<file path="config.mk">
export PLATFORM = sky130hd
export DESIGN_NAME = memory_port_arbiter
export DESIGN_NICKNAME = d
export VERILOG_FILES = /design/src/rtl/memory_port_arbiter.sv
export SDC_FILE = /design/constraint.sdc
export NUM_CORES = 1
export LEC_CHECK = 0
export CAP_MARGIN = 30
export CORE_MARGIN = 2
export CORE_UTILIZATION = 34
export DETAILED_ROUTE_END_ITERATION = 10
export PLACE_DENSITY = 0.77
export SYNTH_ARGS = -nofsm -noshare
export SYNTH_HDL_FRONTEND = slang
export SYNTH_SLANG_ARGS = --single-unit
</file>
<file path="constraint.sdc">
create_clock -name clock -period 3.2 [get_ports clock]
set_clock_uncertainty 0.15 [all_clocks]
set_input_delay 0.64 -clock clock [delete_from_list [all_inputs] [get_ports clock]]
set_output_delay 0.64 -clock clock [all_outputs]
set_load 0.02 [all_outputs]
</file>
<file path="src/rtl/memory_port_arbiter.sv">
// memory_port_arbiter
// Round-robin sharing of one data-memory port between the core load/store
// unit (port 0) and debug/DMA (port 1). Load metadata is queued in an
// in-order tracking FIFO and replayed to memory_receive when data returns,
// together with the id of the requester that should take the result.
module memory_port_arbiter #(
    parameter int CORE           = 0,
    parameter int DATA_WIDTH     = 32,
    parameter int ADDRESS_BITS   = 20,
    parameter int NUM_BYTES      = DATA_WIDTH / 8,
    parameter int LOG2_NUM_BYTES = $clog2(NUM_BYTES),
    parameter int FIFO_DEPTH     = 4
) (
    input  logic                          clock,
    input  logic                          reset,
    // requester 0: core load/store unit
    input  logic                          req0_valid,
    output logic                          req0_ready,
    input  logic                          req0_read,
    input  logic [ADDRESS_BITS-1:0]       req0_address,
    input  logic [DATA_WIDTH-1:0]         req0_data,
    input  logic [LOG2_NUM_BYTES-1:0]     req0_log2_bytes,
    input  logic                          req0_unsigned,
    // requester 1: debug / DMA
    input  logic                          req1_valid,
    output logic                          req1_ready,
    input  logic                          req1_read,
    input  logic [ADDRESS_BITS-1:0]       req1_address,
    input  logic [DATA_WIDTH-1:0]         req1_data,
    input  logic [LOG2_NUM_BYTES-1:0]     req1_log2_bytes,
    input  logic                          req1_unsigned,
    // memory command
    output logic                          mem_valid,
    output logic                          mem_read,
    output logic                          mem_write,
    output logic [ADDRESS_BITS-1:0]       mem_address,
    output logic [DATA_WIDTH-1:0]         mem_data_out,
    input  logic                          mem_ready,
    // memory response (in order)
    input  logic                          mem_resp_valid,
    input  logic [DATA_WIDTH-1:0]         mem_resp_data,
    // memory_receive formatter inputs
    output logic [LOG2_NUM_BYTES-1:0]     rx_log2_bytes,
    output logic                          rx_unsigned_load,
    output logic [DATA_WIDTH-1:0]         rx_memory_data,
    output logic [DATA_WIDTH-1:0]         rx_memory_address,
    // response steering and status
    output logic                          resp0_valid,
    output logic                          resp1_valid,
    output logic [$clog2(FIFO_DEPTH):0]   outstanding,
    output logic                          resp_error
);

    localparam int PTR_W   = $clog2(FIFO_DEPTH);
    localparam int CNT_W   = PTR_W + 1;
    localparam int ENTRY_W = 1 + LOG2_NUM_BYTES + 1 + LOG2_NUM_BYTES;

    // CORE only names the instance for debug; nothing to build for bad values.
    if (CORE < 0 || FIFO_DEPTH < 2) begin : g_param_guard
    end

    logic                      prio_reg;
    logic [PTR_W-1:0]          wr_ptr_reg, rd_ptr_reg;
    logic [CNT_W-1:0]          count_reg;
    logic [ENTRY_W-1:0]        fifo_mem [FIFO_DEPTH];
    logic                      resp0_valid_reg, resp1_valid_reg, resp_error_reg;
    logic [LOG2_NUM_BYTES-1:0] rx_log2_bytes_reg;
    logic                      rx_unsigned_reg;
    logic [DATA_WIDTH-1:0]     rx_data_reg;
    logic [LOG2_NUM_BYTES-1:0] rx_addr_low_reg;

    logic                      grant;
    logic                      g_read, g_unsigned;
    logic [ADDRESS_BITS-1:0]   g_address;
    logic [DATA_WIDTH-1:0]     g_data;
    logic [LOG2_NUM_BYTES-1:0] g_log2_bytes;
    logic                      full, empty, handshake, push, pop;
    logic [1:0]                ready_vec;
    logic [ENTRY_W-1:0]        push_entry, head_entry;

    // Grant: a lone requester wins outright, otherwise the priority pointer decides.
    always_comb begin
        grant = prio_reg;
        if (req0_valid && !req1_valid) begin
            grant = 1'b0;
        end else if (!req0_valid && req1_valid) begin
            grant = 1'b1;
        end
    end

    assign g_read       = grant ? req1_read       : req0_read;
    assign g_unsigned   = grant ? req1_unsigned   : req0_unsigned;
    assign g_address    = grant ? req1_address    : req0_address;
    assign g_data       = grant ? req1_data       : req0_data;
    assign g_log2_bytes = grant ? req1_log2_bytes : req0_log2_bytes;

    assign full  = (count_reg == CNT_W'(FIFO_DEPTH));
    assign empty = (count_reg == '0);

    // A load with no tracking slot is held back; stores never need one.
    assign mem_valid    = !reset && (req0_valid || req1_valid) && !(g_read && full);
    assign mem_read     = mem_valid && g_read;
    assign mem_write    = mem_valid && !g_read;
    assign mem_address  = g_address;
    assign mem_data_out = g_data;
    assign handshake    = mem_valid && mem_ready;

    for (genvar gi = 0; gi < 2; gi++) begin : g_ready
        assign ready_vec[gi] = handshake && (grant == 1'(gi));
    end
    assign req0_ready = ready_vec[0];
    assign req1_ready = ready_vec[1];

    // full already excludes accepted loads, so a pop can never make room for a same-cycle push
    assign push       = handshake && g_read;
    assign pop        = mem_resp_valid && !empty;
    assign push_entry = {grant, g_log2_bytes, g_unsigned, g_address[LOG2_NUM_BYTES-1:0]};
    assign head_entry = fifo_mem[rd_ptr_reg];

    // Tracking storage: written at the tail on every accepted load.
    always_ff @(posedge clock) begin
        if (push) begin
            fifo_mem[wr_ptr_reg] <= push_entry;
        end
    end

    // Arbitration pointer, FIFO bookkeeping and registered response outputs.
    always_ff @(posedge clock) begin
        if (reset) begin
            prio_reg          <= 1'b0;
            wr_ptr_reg        <= '0;
            rd_ptr_reg        <= '0;
            count_reg         <= '0;
            resp0_valid_reg   <= 1'b0;
            resp1_valid_reg   <= 1'b0;
            resp_error_reg    <= 1'b0;
            rx_log2_bytes_reg <= '0;
            rx_unsigned_reg   <= 1'b0;
            rx_data_reg       <= '0;
            rx_addr_low_reg   <= '0;
        end else begin
            if (handshake) begin
                prio_reg <= ~grant;
            end
            if (push) begin
                wr_ptr_reg <= wr_ptr_reg + PTR_W'(1);
            end
            if (pop) begin
                rd_ptr_reg <= rd_ptr_reg + PTR_W'(1);
            end
            case ({push, pop})
                2'b10:   count_reg <= count_reg + CNT_W'(1);
                2'b01:   count_reg <= count_reg - CNT_W'(1);
                default: count_reg <= count_reg;
            endcase
            resp0_valid_reg <= pop && !head_entry[ENTRY_W-1];
            resp1_valid_reg <= pop &&  head_entry[ENTRY_W-1];
            if (mem_resp_valid && empty) begin
                resp_error_reg <= 1'b1;
            end
            if (pop) begin
                rx_data_reg       <= mem_resp_data;
                rx_log2_bytes_reg <= head_entry[ENTRY_W-2 -: LOG2_NUM_BYTES];
                rx_unsigned_reg   <= head_entry[LOG2_NUM_BYTES];
                rx_addr_low_reg   <= head_entry[LOG2_NUM_BYTES-1:0];
            end
        end
    end

    assign resp0_valid       = resp0_valid_reg;
    assign resp1_valid       = resp1_valid_reg;
    assign resp_error        = resp_error_reg;
    assign outstanding       = count_reg;
    assign rx_log2_bytes     = rx_log2_bytes_reg;
    assign rx_unsigned_load  = rx_unsigned_reg;
    assign rx_memory_data    = rx_data_reg;
    assign rx_memory_address = {{(DATA_WIDTH-LOG2_NUM_BYTES){1'b0}}, rx_addr_low_reg};

endmodule

</file>
* Word-level counts from Yosys, hierarchy flattened
Memories as Yosys holds them, arrays and structs flattened. A register that Yosys moved wholly into a read port is not among the register bits.
Cells that the tools add are included.
** Storage, ports and cells
- Word-level logic and storage cells :: 57
- Memories :: 1
- Flip-flop bits (word level) :: 48
- Output and inout port bits :: 130
- Input bits :: 150
- RAM bits :: 24
** Memories
- fifo_mem :: words 4, bits a word 6, rd ports 1, clocked after memory_dff 1, write ports 1, line 65 : logic [ENTRY_W-1:0] fifo_mem [FIFO_DEPTH];
** Operators by class
- $add $sub $neg :: 4
- Multiplexer cells :: 12
- Eq/ne operators :: 3
- Reductions and logical operators :: 25
- Bitwise gates (word level) :: 1
** Operators with widths (count)
- $mux 32 :: 1
- $mux 20 :: 1
- $logic_and 1x1->1 :: 15
- $logic_not 1->1 :: 7
- $mux 1 :: 6
- $mux 2 :: 3
- $pmux 3 s2 :: 1
- $add 2x1->2 const B :: 2
- $add 3x1->3 const B :: 1
- $eq 3x3->1 const B :: 1
- $logic_not 3->1 :: 1
- $sub 3x1->3 const B :: 1
- $eq 2x1->1 const B :: 1
- $eq 2x2->1 const B :: 1
- $reduce_bool 2->1 :: 1
- $logic_or 1x1->1 :: 1
- $not 1->1 :: 1

* Longest topological paths before layout
- Word-level depth :: 12
- Depth in mapped cells :: 11
- Gate-level depth less buffers :: 10

* Worst setup path after synthesis
No wires, ideal clock.
- Kind :: input port to flip-flop
- From :: input req0_valid
- To :: register count_reg[2] (netlist: outstanding[2])
- Data required time :: 2.980 ns
- Setup time :: 0.070 ns
- Data arrival time :: 2.609 ns
- Cell stages on the path :: 11
- Path slack :: 0.371 ns
- Cell sequence :: or3b_1 > o21a_1 > and3_4 > buf_6 > inv_1 > ha_1 > inv_1 > fa_1 > xor2_1 > or3_1 > a21oi_1
** On the way
- Cells in the longest elaborated chain, start to end :: 12
- Elaborated cells on any way between the ends :: 17
- Those cells by class :: eq/ne: 2; mux: 4; reduce/logical: 11
** Ends and longest elaborated chain
- start: declaration :: line 17 : input logic req0_valid,
- $logic_not 1->1 :: line 86 : end else if (!req0_valid && req1_valid) begin
- $logic_and 1x1->1 :: line 86
- $mux 1 :: line 86
- $mux 1 :: line 84 : if (req0_valid && !req1_valid) begin
- $mux 1 :: line 91 : assign g_read = grant ? req1_read : req0_read;
- $logic_and 1x1->1 :: line 101 : assign mem_valid = !reset && (req0_valid || req1_valid) && !(g_read && full);
- $logic_not 1->1 :: line 101
- $logic_and 1x1->1 :: line 101
- $logic_and 1x1->1 :: line 106 : assign handshake = mem_valid && mem_ready;
- $logic_and 1x1->1 * :: line 115 : assign push = handshake && g_read;
- $eq 2x1->1 / $eq 2x2->1 (equally long branches) :: line 151 : case ({push, pop})
- $pmux 3 s2 / $reduce_bool 2->1 (equally long branches)
- end signal: assignment :: line 152 : 2'b10: count_reg <= count_reg + CNT_W'(1);
- end signal: assignment :: line 153 : 2'b01: count_reg <= count_reg - CNT_W'(1);
- end signal: assignment :: line 154 : default: count_reg <= count_reg;
- end: declaration :: line 64 : logic [CNT_W-1:0] count_reg;
Mark *: on every way between the ends. The rest lies on a longest branch, timed or not.
A chain may end at the register's enable or synchronous reset.

* Worst setup path in the final report
- From :: input req1_valid
- To :: output mem_address[10]
** On the way
- Cells in the longest elaborated chain, start to end :: 4
- Elaborated cells on any way between the ends :: 6
- Those cells by class :: mux: 3; reduce/logical: 3
** Ends and longest elaborated chain
- start: declaration :: line 25 : input logic req1_valid,
- $logic_and 1x1->1 / $logic_not 1->1 (equally long branches) :: line 86, 84
- $mux 1 / $logic_and 1x1->1 (equally long branches) :: line 86, 84
- $mux 1 * :: line 84
- $mux 20 * :: line 93 : assign g_address = grant ? req1_address : req0_address;
- end: declaration :: line 36 : output logic [ADDRESS_BITS-1:0] mem_address,
Marked as above.

==> metrics.md <==
| Metric | Value |
|---|---|
| Outcome | finished, final reports clean |
| First-pass GRT wire length | 18,700 µm |
| Clock-pin transition on the worst setup and hold timing paths | 80 ps |
| Netlist cell types | 38 |
| Max reg flops | 32 |
| Drt total wl | 13,200 µm |
| All-Layer GR Usage | 0.215 |
| Worst hold start | rx_unsigned_load$_SDFFE_PP0P_ |
| Fillers | 930 |
| Fmax | 0.316 GHz |
| Final setup viols | 0 |
| Post-DP HPWL | 10,200 µm |
| Crit. End Element | primary output |
| Synth Area in Simple Gates | 0.124 |
| Area grow syn2layout | 77.2% |
| Register-to-Register Path Depth | 10 |
| Async set-reset flop share out of synthesis | 0 |
| Nets | 787 |
| CTS tree | done |
| Most used DFF post-synth | dfxtp_1 |
| Routed length per instance | 17.0 µm |
| Top sig layer | met4 |
| Synthesized instance count | 367 |
| Root buf cell | clkbuf_8 |
| Seq/Total Area, Yosys | 0.460 |
| Cell leakage power | 2.52 nW |
| RSZ-0062 raised after global routing | true |
| Initial Util | 0.347 |
| Share of cells above drive strength 1 | 0.143 |
| Final core occ | 0.615 |
| Final setup margin | 35.5 ps |
| DIE WIDTH | 109 µm |
| Vias in the first global route | 3,634 |
| Combinational power share | 0.406 |
| Port Buffers | 249 |
| Hold WS | 307 ps |
| PwrDens | 479 nW/µm² |
| Clk Latency, worst-skew pair | 360 ps |
| Clock power frac | 0.227 |
| Initial antenna violation count | 1 |
| Sequential cell fraction of total power | 0.367 |
| Max-cap violations | 0 |
| Clk sinks | 74 |
| Post-synth EDFFs | 24 |
| CTS Buf Count | 9 |
| DIE AREA | 11,900 µm² |
| Flop2flop setup slack | 430 ps |
| Pre-CTS WS | -301 ps |
| Most frequent cells in the layout | 190 x clkdlybuf4s50_1, 77 x nand2_1, 52 x mux2_1, 50 x dfxtp_1, 41 x a21oi_1 |
| Post-route setup TNS | 0 ps |
| DRT Pass-1 Iters | 4 |
| Met2 wire length | 7050 µm |
| Detail Route Antenna Nets | 0 |
| Compound-Gate Fraction of Synth Area | 0.0799 |
| Initial DRC count | 176 |
| DR vias/cell | 4.61 |
| Core area | 10,800 µm² |
| DR WL met3 | 1100 µm |
| Row count | 38 |
| Worst Hold Class | reg2reg |
| XOR/XNOR Fraction of Synth Area | 0.00936 |
| Largest family of logic cells by synthesized area | multiplexers |
| Cell Area, Synth | 3740 µm² |
| Flops & latches, synth | 74 |
| Fin. Hold Viols | 0 |
| WP data required | 2410 ps |
| Reg2reg end | outstanding[2]$_SDFFE_PP0P_ |
| Minimum clock period | 3160 ps |
| Most common cell after layout, fill and taps aside | clkdlybuf4s50_1 |
| I/O pin total | 280 |
| P_sw | 1.09 mW |
| Max VDD drop | 227 µV |
| Die H | 109 µm |
| WHS Endpoint | rx_unsigned_load$_SDFFE_PP0P_ |
| Switching Fraction | 0.344 |
| Worst-path fanout max | 17 |
| Mean Syn Cell Area | 10.2 µm² |
| Final GP Congestion | 0.891 |
| Residual DRC | 0 |
| Vias | 3,579 |
| Worst endpoint data arrival time | 2370 ps |
| Hold path depth | 2 |
| P_int | 2.09 mW |
| Fin crit share | 0.989 |
| Total gr overflow | 0 |
| H-tree levels | 3 |
| Post-Synth Adder-Cell Area | 0.0221 |
| Crit path launch type | input port |
| Largest net degree at the start of global routing | 47 |
| Synth warnings | 0 |
| Worst reg2reg path startpoint | outstanding[2]$_SDFFE_PP0P_ |
| Max Root-Sink Buffers | 2 |
| Pins Over Slew Limit | 0 |
| Met1 wire length | 4550 µm |
| Mux share of post-synthesis cell area | 0.207 |
| Crit Path Category | in2out |
==> what timing repair did <==
item	CTS	global route
cloned	1	1
hold buffers	0	0
endpoints found under the setup margin	57	52
resized for setup	110	48
pin swaps	1	1
setup buffers	2	3
==> worst max path at each step <==
stage | slack (ps) | cells past startpoint | start | to
after global routing | -30 | 6 | req1_valid | mem_data_out[11]
after CTS | -70 | 6 | req1_valid | mem_data_out[5]
final | 40 | 6 | req1_valid | mem_address[10]
after detailed placement | -300 | 6 | req1_valid | mem_address[14]
after floorplan | 370 | 11 | req0_valid | outstanding[2]$_SDFFE_PP0P_
after global placement | -270 | 6 | req1_valid | mem_address[14]
==> critical path, stage by stage <==
cell             delay [ps]
clkdlybuf4s50_1         530
nor2b_4                 210
a21o_4                  180
buf_12                  170
mux2_1                  340
clkdlybuf4s15_1         290
==> per-layer routing <==
metal	track usage	up-vias
met3	0.0622	28
met2	0.405	172
met5	0	-
li1	-	1716
met1	0.211	1663
met4	0.113	0
==> cell type report <==
cell class | instances | area, µm² | share of cell area
timing repair buffer | 275 | 2690 | 0.405
multi-input combinational | 262 | 1820 | 0.274
sequential | 74 | 1720 | 0.259
tap | 140 | 175 | 0.0264
clock buffer | 9 | 124 | 0.0187
clock inverter | 7 | 76.3 | 0.0115
inverter | 9 | 33.8 | 0.00509
antenna | 1 | 2.50 | 0.000377
==> cell usage after synthesis (2+ instances only) <==
library cell | n | area, µm²
clkbuf_1 | 9 | 33.8
edfxtp_1 | 24 | 721
dfxtp_1 | 50 | 1000
mux4_2 | 6 | 135
and2_1 | 4 | 25.0
o21ai_0 | 2 | 10.0
mux2_1 | 52 | 586
inv_1 | 9 | 33.8
buf_4 | 30 | 225
nand2b_1 | 3 | 18.8
xor2_1 | 3 | 26.3
nor3_1 | 2 | 10.0
or3b_1 | 2 | 17.5
nor2_1 | 11 | 41.3
nor2b_1 | 2 | 12.5
ha_1 | 5 | 62.6
and3_1 | 3 | 18.8
mux2i_1 | 2 | 20.0
buf_2 | 10 | 50.1
a21oi_1 | 41 | 205
buf_6 | 2 | 22.5
nand2_1 | 77 | 289
mux2_2 | 3 | 33.8
==> power groups by stage <==
stage | clock network [mW] | logic (mW) | registers (mW)
after floorplan | 0 | 0.602 | 1.28
after global placement | 0 | 1.27 | 1.18
after detailed placement | 0 | 1.30 | 1.19
after CTS | 0.749 | 1.28 | 1.17
after global routing | 0.786 | 1.39 | 1.19
final | 0.723 | 1.29 | 1.17
==> kinds of logic (layout without fill, tap and decap cells) <==
logic type               count (synthesis)  in the layout
AND/OR/NAND/NOR                        108            108
flip-flops                              74             74
multiplexers                            63             63
buffers and inverters                   60            300
other                                    1             31
AO/OA/AOI/OAI                           51             51
adder cells (fa/ha/maj)                  6              6
XOR/XNOR                                 4              4
==> metrics by stage <==
stage          cells  power, mW  area [µm²]
2_1_floorplan    396       1.88        3850
3_3_place_gp     753       2.45        6340
3_5_place_dp     753       2.49        6340
4_1_cts          772       3.20        6570
5_1_grt          777       3.36        6640
6_report         777       3.18        6640
Note: power is estimated with default switching activity, not from simulation.
